[src/rtl/score_keeper_bcd.sv]
// N-digit BCD score keeper: game FSM, score/high-score registers and registered
// active-low seven-segment drive for the HEX displays.
module sk_seg7 (
  input  logic [3:0] i_bcd,
  input  logic       i_blank,
  output logic [6:0] o_seg
);
  always_comb begin
    o_seg = 7'b1111111;
    if (!i_blank) begin
      case (i_bcd)
        4'd0: o_seg = 7'b1000000;
        4'd1: o_seg = 7'b1111001;
        4'd2: o_seg = 7'b0100100;
        4'd3: o_seg = 7'b0110000;
        4'd4: o_seg = 7'b0011001;
        4'd5: o_seg = 7'b0010010;
        4'd6: o_seg = 7'b0000010;
        4'd7: o_seg = 7'b1111000;
        4'd8: o_seg = 7'b0000000;
        4'd9: o_seg = 7'b0010000;
        default: o_seg = 7'b1111111;
      endcase
    end
  end
endmodule

module score_keeper_bcd #(
  parameter int NUM_DIGITS = 3,
  parameter bit SAT_EN     = 1'b1,
  parameter bit BLANK_LZ   = 1'b1
) (
  input  logic                    clk,
  input  logic                    reset_n,
  input  logic                    start,
  input  logic                    inc,
  input  logic                    crash,
  input  logic                    show_hi,
  input  logic                    clear_hi,
  output logic [4*NUM_DIGITS-1:0] score_bcd,
  output logic [4*NUM_DIGITS-1:0] hi_bcd,
  output logic [7*NUM_DIGITS-1:0] hex,
  output logic                    playing,
  output logic                    game_over,
  output logic                    new_record,
  output logic                    overflow
);
  typedef enum logic [1:0] {S_IDLE, S_PLAY, S_OVER} state_t;

  state_t                       r_state, w_state_nxt;
  logic                         r_start_q, r_inc_q;
  logic [NUM_DIGITS-1:0][3:0]   r_score, r_hi, w_score_inc, w_disp;
  logic [NUM_DIGITS-1:0][6:0]   r_hex, w_seg;
  logic [NUM_DIGITS:0]          w_carry;
  logic [NUM_DIGITS-1:0]        w_blank;
  logic                         w_zrun;
  logic                         w_rise_start, w_rise_inc, w_do_inc;
  logic                         w_game_start, w_game_end;

  assign w_rise_start = start & ~r_start_q;
  assign w_rise_inc   = inc & ~r_inc_q;
  assign w_do_inc     = (r_state == S_PLAY) & w_rise_inc & ~crash;

  always_comb begin
    w_state_nxt  = r_state;
    w_game_start = 1'b0;
    w_game_end   = 1'b0;
    case (r_state)
      S_IDLE, S_OVER: if (w_rise_start) begin
        w_state_nxt  = S_PLAY;
        w_game_start = 1'b1;
      end
      S_PLAY: if (crash) begin
        w_state_nxt = S_OVER;
        w_game_end  = 1'b1;
      end
      default: w_state_nxt = S_IDLE;
    endcase
  end

  // Ripple BCD +1; a carry out of the top digit means the score was all 9s.
  always_comb begin
    w_score_inc = r_score;
    w_carry     = '0;
    w_carry[0]  = 1'b1;
    for (int i = 0; i < NUM_DIGITS; i++) begin
      if (w_carry[i]) begin
        if (r_score[i] == 4'd9) begin
          w_score_inc[i] = 4'd0;
          w_carry[i+1]   = 1'b1;
        end else begin
          w_score_inc[i] = r_score[i] + 4'd1;
        end
      end
    end
  end

  always_ff @(posedge clk or negedge reset_n) begin
    if (!reset_n) begin
      r_state    <= S_IDLE;
      r_start_q  <= 1'b0;
      r_inc_q    <= 1'b0;
      r_score    <= '0;
      r_hi       <= '0;
      new_record <= 1'b0;
      overflow   <= 1'b0;
    end else begin
      r_state   <= w_state_nxt;
      r_start_q <= start;
      r_inc_q   <= inc;
      if (w_game_start) begin
        r_score    <= '0;
        overflow   <= 1'b0;
        new_record <= 1'b0;
      end else if (w_do_inc) begin
        if (w_carry[NUM_DIGITS]) begin
          overflow <= 1'b1;
          if (!SAT_EN) r_score <= w_score_inc;
        end else begin
          r_score <= w_score_inc;
        end
      end
      // BCD ordering matches unsigned ordering, so a plain vector compare works.
      if (w_game_end && (r_score > r_hi)) begin
        r_hi       <= r_score;
        new_record <= 1'b1;
      end
      if (clear_hi && (r_state != S_PLAY)) begin
        r_hi       <= '0;
        new_record <= 1'b0;
      end
    end
  end

  assign w_disp = show_hi ? r_hi : r_score;

  always_comb begin
    w_zrun  = 1'b1;
    w_blank = '0;
    for (int i = NUM_DIGITS - 1; i >= 0; i--) begin
      w_zrun     = w_zrun & (w_disp[i] == 4'd0);
      w_blank[i] = BLANK_LZ && (i != 0) && w_zrun;
    end
  end

  for (genvar g = 0; g < NUM_DIGITS; g++) begin : g_seg
    sk_seg7 u_seg (.i_bcd(w_disp[g]), .i_blank(w_blank[g]), .o_seg(w_seg[g]));
  end

  always_ff @(posedge clk or negedge reset_n) begin
    if (!reset_n) begin
      for (int i = 0; i < NUM_DIGITS; i++)
        r_hex[i] <= ((i == 0) || !BLANK_LZ) ? 7'b1000000 : 7'b1111111;
    end else begin
      r_hex <= w_seg;
    end
  end

  assign score_bcd = r_score;
  assign hi_bcd    = r_hi;
  assign hex       = r_hex;
  assign playing   = (r_state == S_PLAY);
  assign game_over = (r_state == S_OVER);
endmodule

[config.mk]
export PLATFORM = sky130hd
export DESIGN_NAME = score_keeper_bcd
export DESIGN_NICKNAME = d
export VERILOG_FILES = /design/src/rtl/score_keeper_bcd.sv
export SDC_FILE = /design/constraint.sdc
export NUM_CORES = 1
export LEC_CHECK = 0
export BUFFER_PORTS_ARGS = -buffer_cell sky130_fd_sc_hd__buf_2
export CAP_MARGIN = 20
export CORE_MARGIN = 10
export CORE_UTILIZATION = 56
export DETAILED_ROUTE_END_ITERATION = 16
export GPL_TIMING_DRIVEN = 0
export HOLD_SLACK_MARGIN = 0.1
export PLACE_DENSITY = 0.79
export REMOVE_ABC_BUFFERS = 1
export SYNTH_ARGS = -nofsm -noshare
export SYNTH_HDL_FRONTEND = slang
export SYNTH_SLANG_ARGS = --single-unit
[constraint.sdc]
create_clock -name clk -period 3.2 [get_ports clk]
set_clock_uncertainty 0.2 [all_clocks]
set_input_delay 0.64 -clock clk [delete_from_list [all_inputs] [get_ports clk]]
set_output_delay 0.64 -clock clk [all_outputs]
set_load 0.005 [all_outputs]
==> impl_metrics.json, run 1 <==
{
  "final_cells": 445,
  "drc_errors": 0,
  "via_count": 2453,
  "clock.fmax_mhz": 387.6,
  "worstSetupPathType": "register to register",
  "slew_headroom": 0.4928,
  "rows": 26,
  "overflow": 0,
  "slew_viol_final": 0,
  "p_leak_nw": 1.729,
  "yosys_warnings": 0,
  "ys.flop_type": "dfrtp_1",
  "wl_per_cell_um": 15.06,
  "synth_edf_count": 0,
  "antenna_found_initial": 0,
  "place_inst": 435,
  "wl_um": 6701,
  "synth.area.top_cells": "dfrtp_1 29%, ha_1 13%, dfstp_2 13%, a21oi_1 5.1%, mux2i_1 3.9%",
  "tritoncts": "built",
  "grt_max_degree": 52,
  "power.total_mw": 1.172,
  "min_period_ps": 2580,
  "hold_path_class": "primary input to register",
  "cap_violations": 0,
  "layout-drive-gt1-share": 0.2453,
  "hold_viol": 0,
  "rsz0062_at_grt": "false",
  "drt_iter0_drc": 67,
  "worst_slack_ps": 620.1,
  "power_density_nw_per_um2": 334.8,
  "first_pass_iters": 4,
  "syn-cell-area_um2": 3065,
  "critPathCaptureType": "register",
  "cts_resized": 0,
  "post-dp-hpwl_um": 5077,
  "clock_tree.buffer_depth": 2,
  "grt_pass1_vias": 2400,
  "met1_length_um": 2945,
  "grt_pass1_wl_um": 11120,
  "status": "complete, no violations",
  "via_per_inst": 5.512,
  "setup_violations": 0,
  "core_area_um2": 5205,
  "cts.reportedPaths.clkPinSlew_ps": 100,
  "nets": 414,
  "area_delta_synth_final_pct": 14.16,
  "clkLatencyLatePin_ps": 310,
  "ant_nets": 0,
  "tns_ps": 0,
  "crit_fanout": 13,
  "grt_usage": 0.1539,
  "met3_length_um": 447,
  "critPathRequiredTime_ps": 3190,
  "arrival_ps": 2570,
  "synth_cell_types": 44,
  "cts_max_level": 2,
  "hold_ws_ps": 241.4,
  "cp-start-kind": "register",
  "io_pins": 56,
  "postSynthCellCount": 319,
  "avgSynthCellArea_um2": 9.610,
  "die_x_um": 93.99,
  "tightest_slew_ps": 739.6,
  "min_period_over_period": 0.8062,
  "fillers": 433,
  "die_area_um2": 8833,
  "fp.dieH_um": 93.99,
  "start_util": 0.5889,
  "ys_seq_elements": 51,
  "diodes": 0,
  "async_reset_ff_frac": 1.000,
  "vdd_ir_drop_max_mv": 0.2065,
  "cts_root_buf": "clkbuf_8",
  "pre_cts_slack_ps": 385.3,
  "dr.max_layer_used": "met4",
  "gp_congestion": 0.9367,
  "seq_area_frac_synth": 0.4224,
  "synth_top_cell_by_area": "dfrtp_1",
  "cts_made_buffers": 5,
  "dr_wl_met2_um": 3232,
  "synth_top_area_frac": 0.2939,
  "cts.sinks": 51,
  "io_buffers": 55
}
Yosys cell counts, types with 6 or more instances:
master	count
dfrtp_1	36
ha_1	33
nand2_1	32
a21oi_1	31
inv_1	26
o21ai_0	18
nor2_1	17
dfstp_2	15
mux2i_1	12
nand3_1	12
nand4_1	8
o21a_1	7
mux2_2	6
power by group:
part	leakage [nW]	internal, mW	switching, mW
Sequential	0.653	0.666	0.0123
Combinational	1.04	0.0460	0.0760
Clock	0.0402	0.153	0.219
Total	1.73	0.864	0.307
path summary, 6_finish.rpt:
path                                                start  cells after the start                endpoint  slack (ps)
worst min register to register     new_record$_DFFE_PN0P_                      2  new_record$_DFFE_PN0P_         310
max in group asynchronous                         reset_n                      3       hex[11]$_DFF_PN1_        1590
worst max-delay path            score_bcd[10]$_DFFE_PN0P_                      5   hi_bcd[8]$_DFFE_PN0P_         620
min in group asynchronous                         reset_n                      2  new_record$_DFFE_PN0P_         610
worst min-delay path                                  inc                      1       r_inc_q$_DFF_PN0_         240
worst max register to register  score_bcd[10]$_DFFE_PN0P_                      5   hi_bcd[8]$_DFFE_PN0P_         620
stage by stage:
stage          cell area (µm²)  utilization
3_3_place_gp              3381       0.6495
2_1_floorplan             3018            -
5_1_grt                   3500       0.6724
3_5_place_dp              3381       0.6495
4_1_cts                   3470       0.6666
6_report                  3500       0.6724
kinds of logic after synthesis:
group / synth area share
multiplexers: 0.07102
adder cells (fa/ha/maj): 0.1347
flip-flops: 0.4224
AND/OR/NAND/NOR: 0.1588
XOR/XNOR: 0.008573
buffers and inverters: 0.04734
AO/OA/AOI/OAI: 0.1571
cells in the final DEF (no fill, tap or decap), types with 2 or more instances in the layout:
cell        count
mux2_2          6
dfrtp_1        36
a21oi_1        31
inv_1          26
nand4_1         8
a22oi_1         3
or3_1           2
dfstp_2        15
o22ai_1         2
o21a_1          7
nand2_1        32
a22o_1          2
a21o_1          2
o211ai_1        4
nand3b_1        3
nand2b_1        5
mux2i_1        12
nand3_1        12
nor2_1         17
clkinvlp_4      2
nor2b_1         3
buf_2          55
clkbuf_8        5
o21ai_0        18
mux2_4          2
o21ai_1         5
xnor2_1         2
ha_1           33
nor3_1          5
and3_1          3
routing by layer:
layer | vias up | global-route usage
met1 | 1154 | 0.1871
met2 | 54 | 0.2598
met4 | 0 | 0.04557
met5 | - | 0
met3 | 10 | 0.04077
li1 | 1235 | -
state kept, by name, summed over array words and instances (netlist names):
register and cells:
hex 21, hi_bcd 12, score_bcd 12, r_state 2, new_record 1, overflow 1, r_inc_q 1, r_start_q 1
repair_timing:
action / in CTS / in global routing
setup buffers: 0 / 0
hold buffers: 0 / 1
endpoints found under the hold margin: 0 / 6
critical path: stages, from the launching register on:
cell and delay [ps]:
dfrtp_1 480, ha_1 380, nand4_2 140, o311ai_2 440, a31o_2 430, mux2_2 380
area by class of cell:
cell class	instances	area (µm²)	area share
repair buffers	57	305.3	0.08724
multi-input cells	233	1625	0.4644
inverters	26	97.59	0.02789
clock inverters	3	20.02	0.005720
well taps	70	87.58	0.02503
flip-flops and latches	51	1295	0.3700
clock buffers	5	68.82	0.01966
Power figures use the tool's default switching activity.
==> run 2, diff against run 1 <==
--- a/config.mk
+++ b/config.mk
@@ -5,6 +5,7 @@
 export SDC_FILE = /design/constraint.sdc
 export NUM_CORES = 1
 export LEC_CHECK = 0
+export ABC_AREA = 1
 export BUFFER_PORTS_ARGS = -buffer_cell sky130_fd_sc_hd__buf_2
 export CAP_MARGIN = 20
 export CORE_MARGIN = 10
==> constraint.sdc (replaced) <==
create_clock -name clk -period 2.5 [get_ports clk]
set_clock_uncertainty 0.2 [all_clocks]
set_input_delay 0.5 -clock clk [delete_from_list [all_inputs] [get_ports clk]]
set_output_delay 0.5 -clock clk [all_outputs]
set_load 0.005 [all_outputs]
==> impl_metrics.json, run 2 <==
{
  "io_pins": 56,
  "gp_congestion": 0.8434,
  "ant_nets": 0,
  "synth.area.top_cells": "dfrtp_1 29%, ha_1 14%, dfstp_2 13%, nand2_1 12%, nand3_1 6.5%",
  "drt_iter0_drc": 54,
  "layout-drive-gt1-share": 0.2368,
  "largest_reg_flops": 21,
  "core_area_um2": 5205,
  "hold_ws_ps": 109.5,
  "synth_cell_types": 32,
  "arrival_ps": 2190,
  "cp-start-kind": "register",
  "io_buffers": 55,
  "clkLatencyLatePin_ps": 310,
  "post-dp-hpwl_um": 4791,
  "tightest_slew_ps": 530.1,
  "cts_root_buf": "clkbuf_8",
  "swShare": 0.3671,
  "grt_pass1_wl_um": 11030,
  "overflow": 0,
  "start_util": 0.5875,
  "pre_cts_slack_ps": -109.5,
  "avgSynthCellArea_um2": 8.154,
  "status": "complete, no violations",
  "power_density_nw_per_um2": 674.8,
  "grt_max_degree": 52,
  "netlist_top_cells_count": "95 x nand2_1, 50 x inv_1, 40 x nand3_1",
  "yosys_warnings": 0,
  "grt_usage": 0.1519,
  "slew_headroom": 0.6442,
  "cts.sinks": 51,
  "cap_violations": 0,
  "hold_viol": 0,
  "vdd_ir_drop_max_mv": 0.4117,
  "die_x_um": 93.90,
  "p_int_mw": 1.505,
  "postSynthCellCount": 375,
  "wl_um": 6484,
  "area_delta_synth_final_pct": 15.26,
  "worstSetupPathType": "register to register",
  "fin_util": 0.6772,
  "wl_per_cell_um": 12.84,
  "tritoncts": "built",
  "first_pass_iters": 4,
  "placed_area_um2": 3362,
  "min_period_ps": 2192,
  "power_frac_comb": 0.342,
  "nets": 474,
  "cts.reportedPaths.clkPinSlew_ps": 100,
  "p_sw_mw": 0.8732,
  "antenna_found_initial": 0,
  "rsz0062_at_grt": "false",
  "final_cells": 505,
  "cts_made_buffers": 5,
  "async_reset_ff_frac": 1.000,
  "seqPwrFrac": 0.451,
  "final_common_cell": "nand2_1",
  "slew_viol_final": 0,
  "via_per_inst": 4.990,
  "syn-cell-area_um2": 3058,
  "synth_edf_count": 0,
  "fin_area_um2": 3525,
  "place_inst": 492,
  "worst_slack_ps": 307.8,
  "setup_violations": 0,
  "grt_pass1_vias": 2519,
  "fillers": 465,
  "cts_max_level": 2,
  "synth_top_cell_by_area": "dfrtp_1",
  "critPathCaptureType": "register",
  "via_count": 2520,
  "seq_area_frac_synth": 0.4235,
  "die_area_um2": 8816,
  "rows": 26,
  "clock_tree.buffer_depth": 2,
  "crit_fanout": 8,
  "drc_errors": 0,
  "p_leak_nw": 2.007,
  "synth_most_common_cell": "nand2_1",
  "fp.dieH_um": 93.90,
  "power_frac_clock": 0.207,
  "mostFrequentLayoutCells": "94 x nand2_1, 55 x buf_2, 49 x inv_1, 39 x nand3_1, 36 x dfrtp_1",
  "ys_seq_elements": 51,
  "ys.flop_type": "dfrtp_1",
  "hold_path_class": "primary input to register",
  "clock.fmax_mhz": 456.2,
  "critPathRequiredTime_ps": 2500,
  "synth_top_area_frac": 0.2946,
  "diodes": 0,
  "min_period_over_period": 0.8769
}
-- run 2: timing repair --
item / in CTS / in global routing
setup endpoints to repair: 13 / 13
endpoints found under the hold margin: 1 / 8
cloned: 0 / 0
pin swaps: 0 / 0
setup buffers: 0 / 2
gates resized for setup: 1 / 3
hold buffers: 1 / 1
-- run 2: cell type report --
type,instances,area [µm²],area share
well taps,70,87.58,0.02485
repair buffers,60,330.3,0.09372
clock buffers,7,86.33,0.02449
multi-input cells,262,1514,0.4295
flip-flops and latches,51,1295,0.3674
inverters,54,206.4,0.05857
clock inverters,1,5.005,0.001420
-- run 2: cells by family (layout without fill, tap and decap cells) --
family / Yosys count / in the layout / synth area share
DFF: 51 / 51 / 0.4235
and+or+nand+nor: 169 / 169 / 0.2381
adders and majority gates: 33 / 33 / 0.1350
AOI/OAI and AO/OA: 55 / 55 / 0.1035
xor gates and xnor gates: 5 / 5 / 0.01432
buffers and inverters: 62 / 122 / 0.08551
-- run 2: path summary, 6_finish.rpt --
check                                         startpoint                     to  slack (ps)  cells after the start
worst min register to register      overflow$_DFFE_PN0P_   overflow$_DFFE_PN0P_         320                      2
max in group asynchronous                        reset_n      hex[19]$_DFF_PN1_        1150                      3
worst min-delay path                               start    r_start_q$_DFF_PN0_         110                      1
worst max-delay path            score_bcd[7]$_DFFE_PN0P_  hi_bcd[1]$_DFFE_PN0P_         310                      9
min in group asynchronous                        reset_n      r_inc_q$_DFF_PN0_         380                      2
worst max register to register  score_bcd[7]$_DFFE_PN0P_  hi_bcd[1]$_DFFE_PN0P_         310                      9
-- run 2: critical path, cell delays in order (launching register included) --
cell,delay (ps)
dfrtp_1,480
ha_1,370
nand4_1,130
nor2_1,150
nand2_1,110
nand2_1,130
clkinvlp_4,150
buf_4,190
nand3_1,90
nand2_1,70
-- run 2: per-stage QoR --
step	setup TNS, ps	power [mW]
global route	0	2.574
detailed placement	-1131	1.872
CTS	0	2.366
floorplan	0	1.569
global placement	-577.6	1.844
finish	0	2.378
-- run 2: metal layers --
metal  GRT usage  up-vias  part of all wire
met3     0.03997       13             0.061
met2      0.2696       57              0.49
met5           0        -                 0
met1      0.1683     1132              0.43
li1            -     1318                 -
met4     0.05949        0             0.016
-- run 2: power by group through the flow --
stage	clock network, mW	logic [mW]	registers, mW
floorplan	0	0.478	1.09
CTS	0.498	0.795	1.07
global route	0.539	0.941	1.09
detailed placement	0	0.783	1.09
global placement	0	0.759	1.08
finish	0.491	0.814	1.07
